### config.mk
export PLATFORM = sky130hd
export DESIGN_NAME = counter_step_ctrl
export DESIGN_NICKNAME = d
export VERILOG_FILES = /design/src/rtl/counter_step_ctrl.sv
export SDC_FILE = /design/constraint.sdc
export NUM_CORES = 1
export LEC_CHECK = 0
export BUFFER_PORTS_ARGS = -buffer_cell sky130_fd_sc_hd__buf_4
export CAP_MARGIN = 20
export CORE_ASPECT_RATIO = 1.4
export CORE_MARGIN = 2
export CORE_UTILIZATION = 49
export DETAILED_ROUTE_END_ITERATION = 12
export PLACE_DENSITY_LB_ADDON = 0.3
export SLEW_MARGIN = 40
export SYNTH_ARGS = -nofsm -noshare
export SYNTH_HDL_FRONTEND = slang
export SYNTH_SLANG_ARGS = --single-unit
### constraint.sdc
create_clock -name cp -period 1.4 [get_ports cp]
set_clock_uncertainty 0.1 [all_clocks]
set_input_delay 0.28 -clock cp [delete_from_list [all_inputs] [get_ports cp]]
set_output_delay 0.28 -clock cp [all_outputs]
set_load 0.05 [all_outputs]
### src/rtl/counter_step_ctrl.sv
// counter_step_ctrl
// -----------------------------------------------------------------------------
// Step sequencer for the 2-bit JK up/down counter datapath. It turns a raw push
// button (manual mode) or an internal prescaler (auto-run mode) into clean
// single-cycle step enables with a registered direction bit. It also keeps a
// shadow copy of the counter state and a running step total for the LEDs.
//
// Parameters
//   DEB_CYCLES  consecutive stable cycles before the debounced level changes
//   AUTO_DIV    auto-run step period in cycles (>= 2)
//
// Ports
//   cp          system clock, rising edge
//   rst         asynchronous active-high reset
//   btn         raw push button (asynchronous, bouncy)
//   mode        raw switch: 0 = manual, 1 = auto-run
//   x_in        raw switch: 0 = count up, 1 = count down
//   step        one-cycle clock enable to the counter datapath
//   x_out       direction presented with each step
//   cnt         shadow counter state {y2,y1}
//   step_count  total steps issued, wraps modulo 256
//   auto_on     high while the sequencer is in auto-run
// -----------------------------------------------------------------------------
module counter_step_ctrl #(
  parameter int DEB_CYCLES = 20,
  parameter int AUTO_DIV   = 8
) (
  input  logic       cp,
  input  logic       rst,
  input  logic       btn,
  input  logic       mode,
  input  logic       x_in,
  output logic       step,
  output logic       x_out,
  output logic [1:0] cnt,
  output logic [7:0] step_count,
  output logic       auto_on
);

  localparam int DEB_W  = (DEB_CYCLES > 1) ? $clog2(DEB_CYCLES + 1) : 1;
  localparam int AUTO_W = $clog2(AUTO_DIV);

  typedef enum logic [1:0] {
    IDLE = 2'd0,
    HOLD = 2'd1,
    AUTO = 2'd2
  } state_t;

  // Next shadow state of the JK counter: y1 toggles every step, y2 toggles
  // when x differs from y1 (up: carry out of y1, down: borrow out of y1).
  function automatic logic [1:0] next_cnt(input logic [1:0] cur, input logic dir);
    next_cnt = {cur[1] ^ (dir ^ cur[0]), ~cur[0]};
  endfunction

  logic [1:0]        btn_sync_r;
  logic [1:0]        mode_sync_r;
  logic [1:0]        x_sync_r;
  logic              btn_s;
  logic              mode_s;
  logic              x_s;
  logic [1:0]        settle_r;
  logic              armed_r;
  logic [DEB_W-1:0]  deb_cnt_r;
  logic              db_r;
  logic              db_d_r;
  logic              db_rise_s;
  state_t            state_r;
  logic [AUTO_W-1:0] presc_r;

  assign btn_s  = btn_sync_r[1];
  assign mode_s = mode_sync_r[1];
  assign x_s    = x_sync_r[1];

  // Two-flop synchronizers for the three raw board inputs.
  always_ff @(posedge cp or posedge rst) begin
    if (rst) begin
      btn_sync_r  <= 2'b00;
      mode_sync_r <= 2'b00;
      x_sync_r    <= 2'b00;
    end else begin
      btn_sync_r  <= {btn_sync_r[0], btn};
      mode_sync_r <= {mode_sync_r[0], mode};
      x_sync_r    <= {x_sync_r[0], x_in};
    end
  end

  // Press arming. The synchronizer reads 0 for two cycles after reset even
  // with the button held, so only a low seen once the pipeline has refilled
  // counts. Until then a debounced rise (button held through reset) is not a
  // press.
  always_ff @(posedge cp or posedge rst) begin
    if (rst) begin
      settle_r <= 2'b00;
      armed_r  <= 1'b0;
    end else begin
      settle_r <= {settle_r[0], 1'b1};
      if (settle_r[1] && !btn_s) begin
        armed_r <= 1'b1;
      end else begin
        armed_r <= armed_r;
      end
    end
  end

  // Debouncer: db follows btn_s only after DEB_CYCLES consecutive differing
  // cycles; any agreement restarts the count.
  always_ff @(posedge cp or posedge rst) begin
    if (rst) begin
      deb_cnt_r <= {DEB_W{1'b0}};
      db_r      <= 1'b0;
      db_d_r    <= 1'b0;
    end else begin
      db_d_r <= db_r;
      if (btn_s == db_r) begin
        deb_cnt_r <= {DEB_W{1'b0}};
      end else if (deb_cnt_r == DEB_W'(DEB_CYCLES - 1)) begin
        db_r      <= btn_s;
        deb_cnt_r <= {DEB_W{1'b0}};
      end else begin
        deb_cnt_r <= deb_cnt_r + DEB_W'(1);
      end
    end
  end

  assign db_rise_s = db_r & ~db_d_r & armed_r;

  // Sequencer FSM with registered step, direction and auto indication.
  always_ff @(posedge cp or posedge rst) begin
    if (rst) begin
      state_r <= IDLE;
      presc_r <= {AUTO_W{1'b0}};
      step    <= 1'b0;
      x_out   <= 1'b0;
      auto_on <= 1'b0;
    end else begin
      step <= 1'b0;
      case (state_r)
        IDLE: begin
          if (mode_s) begin
            state_r <= AUTO;
            presc_r <= {AUTO_W{1'b0}};
            auto_on <= 1'b1;
          end else if (db_rise_s) begin
            step    <= 1'b1;
            x_out   <= x_s;
            state_r <= HOLD;
          end else begin
            state_r <= IDLE;
          end
        end
        HOLD: begin
          if (mode_s) begin
            state_r <= AUTO;
            presc_r <= {AUTO_W{1'b0}};
            auto_on <= 1'b1;
          end else if (!db_r) begin
            state_r <= IDLE;
          end else begin
            state_r <= HOLD;
          end
        end
        AUTO: begin
          // Leaving auto never steps; a held button lands in HOLD so it is
          // not mistaken for a new press.
          if (!mode_s) begin
            presc_r <= {AUTO_W{1'b0}};
            auto_on <= 1'b0;
            state_r <= db_r ? HOLD : IDLE;
          end else if (presc_r == AUTO_W'(AUTO_DIV - 1)) begin
            presc_r <= {AUTO_W{1'b0}};
            step    <= 1'b1;
            x_out   <= x_s;
          end else begin
            presc_r <= presc_r + AUTO_W'(1);
          end
        end
        default: begin
          state_r <= IDLE;
          presc_r <= {AUTO_W{1'b0}};
          auto_on <= 1'b0;
        end
      endcase
    end
  end

  // Shadow counter and step total advance on the edge that ends a step.
  always_ff @(posedge cp or posedge rst) begin
    if (rst) begin
      cnt        <= 2'b00;
      step_count <= 8'd0;
    end else if (step) begin
      cnt        <= next_cnt(cnt, x_out);
      step_count <= step_count + 8'd1;
    end else begin
      cnt        <= cnt;
      step_count <= step_count;
    end
  end

endmodule

* After elaboration in Yosys (flattened, before gate mapping)
Index checks and enable logic that the tools add are counted.
** Word-level totals
- Bits in latches :: 0
- Memories kept :: 0
- RAM bits :: 0
- Output and inout port bits :: 13
- Input port bits :: 5
- Register bits after elaboration :: 34
- ROM bits :: 0
** Operators by class
- Multiplexer cells :: 25
- Bitwise operators :: 7
- Reductions and logical operators :: 8
- Div/mod/pow operators :: 0
- Magnitude comparators :: 0
- Equality and inequality tests :: 11
- Shifts and indexed selects :: 0
- $add $sub $neg :: 3
- Multiply operators :: 0
** Operators by type and width (count)
- $mux W1 :: 12
- $mux W5 :: 2
- $ne A2 B2 Y1 const B :: 5
- $mux W3 :: 3
- $add A8 B1 Y8 const B :: 1
- $mux W2 :: 3
- $pmux W1 S2 :: 3
- $pmux W2 S3 :: 1
- $pmux W3 S2 :: 1
- $add A5 B1 Y5 const B :: 1
- $eq A5 B5 Y1 const B :: 1
- $reduce_and A5 Y1 :: 1
- $reduce_and A2 Y1 :: 2
- $add A3 B1 Y3 const B :: 1
- $eq A3 B3 Y1 const B :: 1
- $not A1 Y1 :: 3
- $and A1 B1 Y1 :: 2
- $eq A2 B1 Y1 const B :: 1
- $eq A2 B2 Y1 const B :: 1
- $logic_not A2 Y1 :: 1
- $ne A2 B1 Y1 const B :: 1
- $reduce_bool A2 Y1 :: 1
- $reduce_or A2 Y1 :: 1
- $xor A1 B1 Y1 :: 2
- other kinds (3) :: 3

* Longest topological paths before layout
- Depth in word-level cells :: 6
- Gate-level depth with buffers :: 4
- Mapped depth without buffers :: 4

* Worst setup path after synthesis
Ideal clock, no wire load.
- Path kind :: register -> register
- From :: reg step
- To :: reg step_count[7]
- Cell stages (with the launch flop) :: 5
- Required time :: 1.218 ns
- Arrival :: 1.421 ns
- Setup slack :: -0.202 ns
- Setup time :: 0.082 ns
- Cells stage by stage :: dfrtp_1 buf_2 nand4_1 nor3_1 xor2_1
** RTL lines
- start: declaration :: RTL line 33 : output logic step,
- start signal: assignment :: RTL line 132 : step <= 1'b0;
- start signal: assignment :: RTL line 136 : step <= 1'b0;
- start signal: assignment :: RTL line 144 : step <= 1'b1;
- end signal: assignment :: RTL line 193 : step_count <= step_count + 8'd1;
- end signal: assignment :: RTL line 196 : step_count <= step_count;
- end: declaration :: RTL line 36 : output logic [7:0] step_count,

* Worst setup path in the final report
- From :: reg presc_r[1]
- To :: reg x_out
** On the way
- Word-level cells in the longest chain between the ends :: 3
** Ends and longest elaborated chain
- start: declaration :: RTL line 68 : logic [AUTO_W-1:0] presc_r;
- start signal: assignment :: RTL line 131 : presc_r <= {AUTO_W{1'b0}};
- start signal: assignment :: RTL line 141 : presc_r <= {AUTO_W{1'b0}};
- start signal: assignment :: RTL line 154 : presc_r <= {AUTO_W{1'b0}};
- $eq A3 B3 Y1 :: RTL line 169 : end else if (presc_r == AUTO_W'(AUTO_DIV - 1)) begin
- $ne A2 B2 Y1 (no source line)
- $reduce_and A5 Y1 (no source line)
- end signal: assignment :: RTL line 145 : x_out <= x_s;
- end signal: assignment :: RTL line 172 : x_out <= x_s;
- end: declaration :: RTL line 34 : output logic x_out,
Every way passes these cells.
A chain may end at the register's enable or synchronous reset.

==> out/qor_table.md <==
| Item | Reported | Unit |
|:---|:---|:---|
| Outcome | complete, but fails checks | - |
| Violated checks | negative setup slack | - |
| Synth async-reset ratio | 1.000 | - |
| Syn Nets | 104 | - |
| Type of the most critical hold path | register to register | - |
| Initial DRT Pass Iterations | 4 | - |
| Syn Inst Count | 95 | - |
| Number of pins with negative max-slew slack in the final report | 0 | - |
| Number of global-route vias before repair | 845 | - |
| Worst Path Required | 1.53 | ns |
| Detail-routed via count per cell | 4.854 | - |
| Max Root-Sink Buffers | 2 | - |
| I/O Pins | 18 | - |
| Average wire length per cell after detail routing | 12.45 | um |
| Clock input transition at the sequential cells of the worst setup and hold paths | 0.10 | ns |
| Post-route worst setup slack | -0.08612 | ns |
| Final number of hold-violating endpoints | 0 | - |
| Count of unique library cells instantiated by Yosys | 27 | - |
| Arrival time reported for the critical path endpoint | 1.62 | ns |
| Count of routing violations after the opening detailed-route iteration | 5 | - |
| Sequential fraction of the synthesis area | 0.6513 | - |
| Number of cell instances on the worst register-to-register path | 4 | - |
| Maximum operating frequency | 672.9 | MHz |
| Weighted congestion at the end of routability-driven global placement | 0.7343 | - |
| Clock Root Buffer | sky130_fd_sc_hd__clkbuf_4 | - |
| Total number of clock tree sinks | 34 | - |
| HPWL Detailed | 1458 | um |
| Depth of the worst hold-timing path | 0 | - |
| Placeable Area | 0.002587 | mm^2 |
| Total die area | 0.003101 | mm^2 |
| Crit Path Category | register to register | - |
| Most used DFF post-synth | sky130_fd_sc_hd__dfrtp_1 | - |
| Post-synthesis cell area | 0.001306 | mm^2 |
| Global-route congestion overflow total | 0 | - |
| RR Startpoint | presc_r[1] | - |
| Pin count of the biggest net entering global routing | 35 | - |
| CP startpoint kind | register | - |
| Starting density of the core | 0.5048 | - |
| Count of state elements after synthesis | 34 | - |
| Final period util | 1.062 | - |
| Static Leakage | 0.8554 | nW |
| Max Cap Viol | 0 | - |
| Standard-cell row count | 22 | - |
| Final TNS setup | -0.1149 | ns |
| Clock H-tree levels | 2 | - |
| NumNets Final | 143 | - |
| Initial antenna violation count | 0 | - |
| Number of buffers created by CTS | 5 | - |
| Non-filler instance count after layout | 171 | - |
| Per-instance average area after synthesis | 13.75 | um^2 |
| Setup repair after global routing missed its margin | yes | - |
| Min-delay src | settle_r[0] | - |
| Instance count after placement with tap cells included | 155 | - |
| Final worst path period need | 1.486 | ns |
| Die span in y | 65.09 | um |
| Capture instance of the worst register-to-register path | x_out | - |
| Final setup violation count | 2 | - |
| Detail Route Antenna Nets | 0 | - |
| GRT Overall Usage | 0.1662 | - |
| Final routed wirelength across all metal layers | 2129 | um |
| Endpoint class of the critical path | register | - |
| Insertion delay of the later-clocked pin in the worst-skew pair | 0.33 | ns |
| Post-route cell area | 0.001689 | mm^2 |
| VDD IR max | 1.017 | mV |
| Overall via count from detail_route | 830 | - |
| Fraction of layout cells with a size suffix above 1 | 0.3704 | - |
| Setup slack of the most critical reg-to-reg path | -0.09 | ns |
| Chip Width | 47.64 | um |
| Antenna diode instance count | 0 | - |
| Placement Cell Area | 0.001543 | mm^2 |
| Endpoint, Worst Hold | settle_r[1] | - |
| CTS tree | done | - |
| DR DRC count | 0 | - |
| First-pass GRT wire length | 3539 | um |
| IO buf count | 17 | - |
| Power per Cell Area | 1003 | mW/mm^2 |
| Yosys warnings | 0 | - |
| Crit Path Max Fanout | 2 | - |
| EDFF count, synth | 0 | - |
| Area overhead of the layout relative to synthesis | 29.31 | % |
## worst max path at each step
stage | startpoint | endpoint | slack, ns | depth (start not counted)
finish | presc_r[1] | x_out | -0.09 | 4
global route | presc_r[1] | x_out | -0.1 | 4
CTS | presc_r[1] | x_out | -0.08 | 4
detailed placement | presc_r[1] | x_out | -0.07 | 4
global placement | presc_r[1] | x_out | -0.05 | 4
floorplan | step_count[2] | step_count[7] | -0.05 | 3
## cells in the mapped netlist (2+ instances only)
cell / number / share of area
sky130_fd_sc_hd__and2_1: 2 / 0.0096
sky130_fd_sc_hd__a22o_2: 2 / 0.015
sky130_fd_sc_hd__dfrtp_1: 34 / 0.65
sky130_fd_sc_hd__xnor2_1: 6 / 0.040
sky130_fd_sc_hd__nor2_1: 7 / 0.020
sky130_fd_sc_hd__nand2_1: 6 / 0.017
sky130_fd_sc_hd__xor2_1: 8 / 0.054
sky130_fd_sc_hd__mux2_2: 2 / 0.017
sky130_fd_sc_hd__nor3_1: 3 / 0.011
sky130_fd_sc_hd__inv_1: 3 / 0.0086
sky130_fd_sc_hd__nand3_1: 2 / 0.0077
sky130_fd_sc_hd__ha_1: 4 / 0.038
sky130_fd_sc_hd__nand4_1: 2 / 0.0096
## cells by family after synthesis
| kind of cell | Yosys count | share of synthesized area |
|---|---|---|
| XOR/XNOR | 14 | 0.09387 |
| AND/OR/NAND/NOR | 26 | 0.1082 |
| other | 1 | 0.002871 |
| multiplexers | 4 | 0.03639 |
| AO/OA/AOI/OAI | 8 | 0.05652 |
| flip-flops | 34 | 0.6513 |
| buffers and inverters | 4 | 0.01245 |
| adder cells (fa/ha/maj) | 4 | 0.03832 |
## per-stage QoR
step / hold slack, ns / setup WS [ns] / utilization / total power, mW
final: 0.2543 / -0.08612 / 0.6528 / 1.694
after floorplan: 0.2114 / -0.04886 / - / 1.104
after detailed placement: 0.2387 / -0.07446 / 0.5962 / 1.147
after global placement: 0.2325 / -0.04578 / 0.5962 / 1.141
after CTS: 0.2589 / -0.08420 / 0.6393 / 1.712
after global routing: 0.2690 / -0.09590 / 0.6528 / 1.765
## sequential cells by signal, summed over array words and instances (netlist names)
register and cells:
step 1, auto_on 1, settle_r 2, db_d_r 1, deb_cnt_r 5, x_out 1
presc_r 3, step_count 8, mode_sync_r 2, x_sync_r 2, db_r 1, btn_sync_r 2
armed_r 1, state_r 2, cnt 2
## critical path, stage by stage (launching register included)
cell and delay [ns]:
sky130_fd_sc_hd__dfrtp_1 0.40, sky130_fd_sc_hd__ha_2 0.18, sky130_fd_sc_hd__ha_2 0.17, sky130_fd_sc_hd__a22o_4 0.25
sky130_fd_sc_hd__mux2_4 0.29
## cell usage in the layout, fill, tap and decap left out, types with 3 or more instances in the layout
cell                            instances
sky130_fd_sc_hd__nand2_1                6
sky130_fd_sc_hd__buf_4                 27
sky130_fd_sc_hd__xor2_1                 8
sky130_fd_sc_hd__dfrtp_2                3
sky130_fd_sc_hd__nor3_1                 3
sky130_fd_sc_hd__clkbuf_4               5
sky130_fd_sc_hd__nor2_1                 7
sky130_fd_sc_hd__dlygate4sd3_1          4
sky130_fd_sc_hd__inv_1                  3
sky130_fd_sc_hd__dfrtp_1               31
sky130_fd_sc_hd__xnor2_1                6
## report_power, final
part / internal, mW / total [mW] / switching, mW
clock: 0.243 / 0.557 / 0.313
combinational: 0.0523 / 0.110 / 0.0576
sequential: 1.01 / 1.03 / 0.0177
total: 1.31 / 1.69 / 0.389
## area by class of cell
cell class              count  area, um^2
repair buffers             33       269.0
inverters                   3       11.26
multi-input cells          57       449.2
well taps                  36       45.04
flip-flops and latches     34       854.6
clock buffers               7       55.05
clock inverters             1       5.005
fillers                   210       898.4
## per-layer routing
layer	global-route usage	vias to the layer above	part of all wire
li1	-	400	-
met1	0.1996	411	0.41
met2	0.2568	14	0.53
met3	0.06868	5	0.043
met4	0.07095	0	0.020
met5	0	-	0
## timing repair
action                                  CTS  global route
setup buffers                             1             3
endpoints found under the setup margin    2             6
endpoints found under the hold margin    37             0
hold buffers                              4             0
pin swaps                                 0             0
cloned                                    0             0
gates resized for setup                   1             3
Note: power is estimated with default switching activity, not from simulation.
